`config.mk`:
```
export PLATFORM = sky130hd
export DESIGN_NAME = ifb_queue
export DESIGN_NICKNAME = d
export VERILOG_FILES = /design/src/rtl/p_hardisc.sv /design/src/rtl/ifb_ptr.sv /design/src/rtl/ifb_queue.sv
export SDC_FILE = /design/constraint.sdc
export NUM_CORES = 1
export LEC_CHECK = 0
export ABC_AREA = 1
export BUFFER_PORTS_ARGS = -buffer_cell sky130_fd_sc_hd__buf_2
export CAP_MARGIN = 5
export CORE_MARGIN = 5
export CORE_UTILIZATION = 56
export CTS_CLUSTER_SIZE = 14
export DETAILED_ROUTE_END_ITERATION = 16
export PLACE_DENSITY = 0.82
export SETUP_SLACK_MARGIN = 0.02
export SKIP_CTS_REPAIR_TIMING = 1
export SLEW_MARGIN = 20
export SYNTH_ARGS = -nofsm -noshare
export SYNTH_HDL_FRONTEND = slang
export SYNTH_SLANG_ARGS = --single-unit
```
`constraint.sdc`:
```
create_clock -name s_clk_i -period 3.91 [get_ports s_clk_i]
set_clock_uncertainty 0.1 [all_clocks]
set_input_delay 0.5865 -clock s_clk_i [delete_from_list [all_inputs] [get_ports s_clk_i]]
set_output_delay 0.5865 -clock s_clk_i [all_outputs]
set_load 0.02 [all_outputs]
```
`src/rtl/p_hardisc.sv`:
```
// Shared types and defaults for the fetch front end.
package p_hardisc;

    localparam int IFB_DEPTH_DEF = 4;

    typedef struct packed {
        logic [31:0] data;
        logic        ualign;
        logic [1:0]  pred;
        logic        err;
    } ifb_entry_t;

endpackage

```
`src/rtl/ifb_ptr.sv`:
```
// Wrap-around pointer register; wraps naturally because the queue depth is a power of two.
module ifb_ptr #(
    parameter int PW = 2
) (
    input  logic          s_clk_i,
    input  logic          s_reset_i,
    input  logic          s_clear_i,
    input  logic          s_inc_i,
    output logic [PW-1:0] s_ptr_o
);

    logic [PW-1:0] ptr_q;
    logic [PW-1:0] ptr_d;

    always_comb begin
        ptr_d = ptr_q;
        if (s_clear_i) begin
            ptr_d = '0;
        end else if (s_inc_i) begin
            ptr_d = ptr_q + PW'(1);
        end
    end

    always_ff @(posedge s_clk_i) begin
        if (s_reset_i) begin
            ptr_q <= '0;
        end else begin
            ptr_q <= ptr_d;
        end
    end

    assign s_ptr_o = ptr_q;

endmodule

```
`src/rtl/ifb_queue.sv`:
```
// Instruction fetch buffer: small FWFT FIFO of fetch responses plus a one-cycle tap
// of the most recently accepted word for the return address stack.
module ifb_queue
    import p_hardisc::*;
#(
    parameter int DEPTH = IFB_DEPTH_DEF,
    parameter int CW    = 3
) (
    input  logic          s_clk_i,
    input  logic          s_reset_i,
    input  logic          s_flush_i,
    input  logic          s_push_i,
    input  logic [31:0]   s_data_i,
    input  logic          s_ualign_i,
    input  logic [1:0]    s_pred_i,
    input  logic          s_err_i,
    input  logic          s_pop_i,
    output logic [31:0]   s_data_o,
    output logic          s_ualign_o,
    output logic [1:0]    s_pred_o,
    output logic          s_err_o,
    output logic          s_empty_o,
    output logic          s_full_o,
    output logic          s_afull_o,
    output logic [CW-1:0] s_count_o,
    output logic          s_overflow_o,
    output logic          s_tap_valid_o,
    output logic [31:0]   s_tap_data_o,
    output logic          s_tap_ualign_o
);

    localparam int PW = CW - 1;

    ifb_entry_t    mem_q [DEPTH];
    ifb_entry_t    entry_d;
    ifb_entry_t    head;

    logic [PW-1:0] rptr;
    logic [PW-1:0] wptr;
    logic [CW-1:0] count_q, count_d;
    logic          overflow_q, overflow_d;
    logic          tap_valid_q, tap_valid_d;
    logic [31:0]   tap_data_q, tap_data_d;
    logic          tap_ualign_q, tap_ualign_d;

    logic          empty, full, afull;
    logic          push_acc, pop_acc;

    assign empty = (count_q == '0);
    assign full  = (count_q == CW'(DEPTH));
    assign afull = (count_q >= CW'(DEPTH - 1));

    // A full queue still takes a push when the head leaves in the same cycle.
    assign pop_acc  = s_pop_i & ~empty & ~s_flush_i;
    assign push_acc = s_push_i & ~s_flush_i & (~full | pop_acc);

    ifb_ptr #(.PW(PW)) u_rptr (
        .s_clk_i   (s_clk_i),
        .s_reset_i (s_reset_i),
        .s_clear_i (s_flush_i),
        .s_inc_i   (pop_acc),
        .s_ptr_o   (rptr)
    );

    ifb_ptr #(.PW(PW)) u_wptr (
        .s_clk_i   (s_clk_i),
        .s_reset_i (s_reset_i),
        .s_clear_i (s_flush_i),
        .s_inc_i   (push_acc),
        .s_ptr_o   (wptr)
    );

    always_comb begin
        entry_d = '{data: s_data_i, ualign: s_ualign_i, pred: s_pred_i, err: s_err_i};

        count_d = count_q + {{(CW-1){1'b0}}, push_acc} - {{(CW-1){1'b0}}, pop_acc};
        if (s_flush_i) begin
            count_d = '0;
        end

        overflow_d = s_flush_i ? 1'b0 : (overflow_q | (s_push_i & full & ~pop_acc));

        // The tap follows the accepted stream only; dropped or flushed words never show up.
        tap_valid_d  = push_acc;
        tap_data_d   = push_acc ? s_data_i : tap_data_q;
        tap_ualign_d = push_acc ? s_ualign_i : tap_ualign_q;
    end

    always_ff @(posedge s_clk_i) begin
        if (s_reset_i) begin
            count_q      <= '0;
            overflow_q   <= 1'b0;
            tap_valid_q  <= 1'b0;
            tap_data_q   <= '0;
            tap_ualign_q <= 1'b0;
        end else begin
            count_q      <= count_d;
            overflow_q   <= overflow_d;
            tap_valid_q  <= tap_valid_d;
            tap_data_q   <= tap_data_d;
            tap_ualign_q <= tap_ualign_d;
        end
    end

    always_ff @(posedge s_clk_i) begin
        if (push_acc) begin
            mem_q[wptr] <= entry_d;
        end
    end

    assign head = empty ? '0 : mem_q[rptr];

    assign s_data_o       = head.data;
    assign s_ualign_o     = head.ualign;
    assign s_pred_o       = head.pred;
    assign s_err_o        = head.err;
    assign s_empty_o      = empty;
    assign s_full_o       = full;
    assign s_afull_o      = afull;
    assign s_count_o      = count_q;
    assign s_overflow_o   = overflow_q;
    assign s_tap_valid_o  = tap_valid_q;
    assign s_tap_data_o   = tap_data_q;
    assign s_tap_ualign_o = tap_ualign_q;

endmodule

```
# After elaboration in Yosys (flattened, before gate mapping)
# Memory sizes are Yosys's and may differ from the RTL's. A register that Yosys moved wholly into a read port is not among the register bits.
# Cells that the tools add are included.
[word_totals] ram_bits=144 input_bits=41 out_inout_bits=77 memories=1 elab_cells=33 regBits=42
[op_classes] n_lt_le_gt_ge=1 add_sub_neg=4 eq_ne=1 reduce_logical=2 mux=5 bitwise_logic=12
[mem_list] memory="mem_q" depth=4 width=36 read_ports=1 rd_ports_with_merged_regs=1 write_ports=1 line="ifb_queue.sv:34" source="ifb_entry_t mem_q [DEPTH];"
[ops] operator="$mux 36" count=1
[ops] operator="$and 1x1->1" count=6
[ops] operator="$add 2x1->2 const B" count=2
[ops] operator="$mux 2" count=2
[ops] operator="$not 1->1" count=4
[ops] operator="$add 3x1->3" count=1
[ops] operator="$eq 3x3->1 const B" count=1
[ops] operator="$ge 3x2->1 const B" count=1
[ops] operator="$logic_not 3->1" count=1
[ops] operator="$sub 3x1->3" count=1
[ops] operator="$mux 1" count=2
[ops] operator="$or 1x1->1" count=2
[ops] operator="$reduce_or 2->1" count=1

# Depth between registers and ports, before layout
[depth] depth_word=8 depth_mapped=12 ltp_nobuf=12

# Hierarchy
# From an unflattened synthesis, not the netlist that was laid out.
[unflattened] hier_cells=706 hier_area_um2=7485.9
[by_module_without_submodules] mod="ifb_queue" n_inst=1 cells_per_inst=684 area_per_inst_um2=7328.3 seq_area_each_um2=5084.9
[by_module_without_submodules] mod="ifb_ptr" n_inst=2 cells_per_inst=11 area_per_inst_um2=78.8 seq_area_each_um2=40.0

# Worst setup path after synthesis
# No wires, ideal clock.
[synth_timing] kind="input port to flip-flop" from="in s_push_i" to="mem mem_q[0][0] (netlist name), enable pin" t_arrival_ps=2542 path_slack_ps=839 cell_stages=5 setup_ps=429 t_required_ps=3381 path_cell_list="inv_2 nor2_4 buf_4 nand2_1 nor2_1"
[synth_between] elab_chain_cells=4
[synth_lines] element="from (decl)" line="ifb_queue.sv:12" source="input logic s_push_i,"
[synth_lines] element="$and 1x1->1 (2 in series)" line="ifb_queue.sv:55" source="assign push_acc = s_push_i & ~s_flush_i & (~full | pop_acc);"
[synth_lines] element="$mux 1" line="ifb_queue.sv:106" source="if (push_acc) begin"
[synth_lines] element="$mux 1 (implied by the code)" line="ifb_queue.sv:107" source="mem_q[wptr] <= entry_d;"
[synth_lines] element="to (decl)" line="ifb_queue.sv:34"
# No other way between the ends.

==> results.ini <==
[run_status]
status = finished, final reports clean

[floorplan]
die_area_um2 = 16020
dieWidth_um = 126.6
initial_core_util = 0.5725
io_pins = 118
fp.dieH_um = 126.6
core-area_um2 = 13300
std_cell_rows = 42

[timing]
worst_pin_slew_ns = 1.065
max_clock_freq_mhz = 338.7
final.setup.worst_slack_ns = 0.9574
drv_slew = 0
post-route-period-util = 0.7551
finalCriticalPeriod_ns = 2.953
fin_setup_tns_ns = 0
setup_viol_count_final = 0
hold_viol = 0
rsz0062_at_grt = no
maxSlewHeadroom = 0.2890

[synthesis]
synth_compound_area_frac = 0.09666
synthAdderAreaFrac = 0.01414
synth_seq_cells = 188
synthXorXnorAreaFrac = 0.001151
yosysWarnings = 0
syn_nets = 767
syn-instance-count = 718
muxShareOfSynthArea = 0
ys_seq_area_frac = 0.6839
syn_avg_cell_area_um2 = 10.60
synth.distinct_cells = 22
synth_top_family_by_area = simple AND/OR/NAND/NOR gates
synth_simple_gate_area_share = 0.1455
synth_area_um2 = 7611

[clock_tree]
clkSinkCount = 188
cts.clk_slew.worst_paths_ns = 0.07
root_buffer = clkbuf_16
clockBufferDepth = 2
cts_inserted_buffers = 17
tritoncts = yes
clk_latency_ns = 0.42
cts_max_level = 4

[placed_design]
gp_congestion = 0.7702
port-buffer-count = 117
hpwl_mm = 9.829
place_ws_ns = 1.270

[grt]
track_usage = 0.2041
grt_overflow_total = 0
antenna_found_initial = 0
grt_pass1_vias = 5058
grt_max_degree = 73
grt_pass1_wl_mm = 25.74

[power]
ir_worst_vdd_v = 0.0003913
power.leakage_nw = 3.619
powerDensity_nw_per_um2 = 480.7

[setup_path]
reg2reg_to = s_count_o[2]
crit_path_max_fanout = 37
crit_arrival_ns = 2.27
r2r_slack_ns = 1.50
startpoint_type = flop
required_ns = 3.22
regToRegStartpoint = s_count_o[1]
critPathCaptureType = primary output
crit_type = flop to primary output
rr_worst_depth = 10

[flow_run]
max_cap_violations = 0

[min_path]
holdPathStages = 2
min_path_type = input port to flop
hp-start = s_reset_i
hold-path-endpoint = s_tap_valid_o

[routing]
post_drt_wl_per_cell_um = 15.86
first_pass_iters = 5
wl_mm = 16.02
via_count = 5277
drcViolationCount = 0
postRouteAntennaNets = 0
drt_iter0_drc = 488
vias_per_cell = 5.225

[finish]
syn_to_final_growth_pct = 16.67
multi_input_area_um2 = 1989
drive_gt1_frac = 0.2050
nets = 870
n_antenna_cell = 0
fill_cells = 998
seqCellArea_um2 = 5207

## sequential cells by signal, summed over array words and instances (netlist names), named ones only
register        count
mem_q             144
s_tap_data_o       32
s_count_o           3
u_rptr.s_ptr_o      2
u_wptr.s_ptr_o      2
s_overflow_o        1
s_tap_ualign_o      1
s_tap_valid_o       1
## Yosys cell counts
master,number,area [um^2]
a21oi_1,73,365.4
buf_2,19,95.09
buf_4,5,37.54
buf_6,4,45.04
clkbuf_1,9,33.78
clkbuf_2,5,25.02
dfxtp_1,44,880.8
edfxtp_1,144,4324
fa_1,1,20.02
ha_1,7,87.58
inv_1,51,191.4
inv_2,5,18.77
nand2_1,43,161.4
nand2_2,1,6.260
nand3_1,37,185.2
nand3_4,1,17.52
nor2_1,192,720.7
nor2_4,1,11.26
nor3_1,1,5.000
o21ai_0,60,300.3
o21ai_1,14,70.07
xor2_1,1,8.760
## per-stage QoR
step | hold slack [ns] | instances | util | power, mW | instance area (um^2)
after global routing | 0.2580 | 1010 | 0.6679 | 4.414 | 8880
after floorplan | 0.3662 | 718 | - | 2.456 | 7611
final | 0.2635 | 1010 | 0.6679 | 4.269 | 8880
after CTS | 0.2429 | 1010 | 0.6679 | 4.293 | 8880
after global placement | 0.3370 | 978 | 0.6228 | 2.570 | 8280
after detailed placement | 0.3574 | 978 | 0.6228 | 2.577 | 8280
## layout make-up
class / count / area share
sequential: 188 / 0.5864
multi-input combinational: 432 / 0.2240
timing repair buffer: 126 / 0.07355
clock buffer: 19 / 0.04875
tap: 176 / 0.02480
inverter: 56 / 0.02367
clock inverter: 13 / 0.01874
## kinds of logic (layout without fill, tap and decap cells)
| logic type | count (synthesis) | in the layout |
|---|---|---|
| AOI/OAI and AO/OA | 147 | 147 |
| xor gates and xnor gates | 1 | 1 |
| adders and majority gates | 8 | 8 |
| buffers and inverters | 98 | 214 |
| DFF | 188 | 188 |
| and+or+nand+nor | 276 | 276 |
## worst max-delay path: stages, from the launching register on
cell and delay [ns]:
dfxtp_2 0.31, buf_4 0.38, inv_2 0.39, nor2_1 0.18, o21ai_0 0.09, a21oi_1 0.27
buf_2 0.22
## where the power goes
group	internal, mW	switching, mW	leakage (nW)	total, mW
sequential	2.20	0.0209	1.67	2.22
combinational	0.0951	0.215	1.66	0.310
clock	1.01	0.723	0.284	1.73
## worst max-delay path by stage
stage / from / endpoint / slack (ns) / cells past startpoint
after floorplan: s_push_i / mem_q[0][0] / 0.84 / 5
final: flop / s_data_o[31] / 0.96 / 6
after global placement: s_flush_i / mem_q[0][27] / 1.34 / 7
after CTS: flop / s_data_o[31] / 0.94 / 6
after global routing: flop / s_data_o[8] / 0.78 / 6
after detailed placement: s_flush_i / s_count_o[2] / 1.27 / 12
## layout by cell type (no fill, tap or decap), drive strengths merged
cell,Yosys,routed
nor2,193,193
edfxtp,144,144
buf,28,126
o21ai,74,74
a21oi,73,73
inv,56,59
nand2,44,44
dfxtp,44,44
nand3,38,38
clkbuf,14,19
ha,7,7
clkinv,0,4
clkinvlp,0,3
bufinv,0,3
nor3,1,1
xor2,1,1
fa,1,1
## metal layers
metal / track usage / vias up / part of all wire
li1: - / 2625 / -
met1: 0.2753 / 2462 / 0.44
met2: 0.3247 / 168 / 0.49
met3: 0.04456 / 22 / 0.053
met4: 0.08202 / 0 / 0.017
met5: 0 / - / 0
Note: power is estimated with default switching activity, not from simulation.
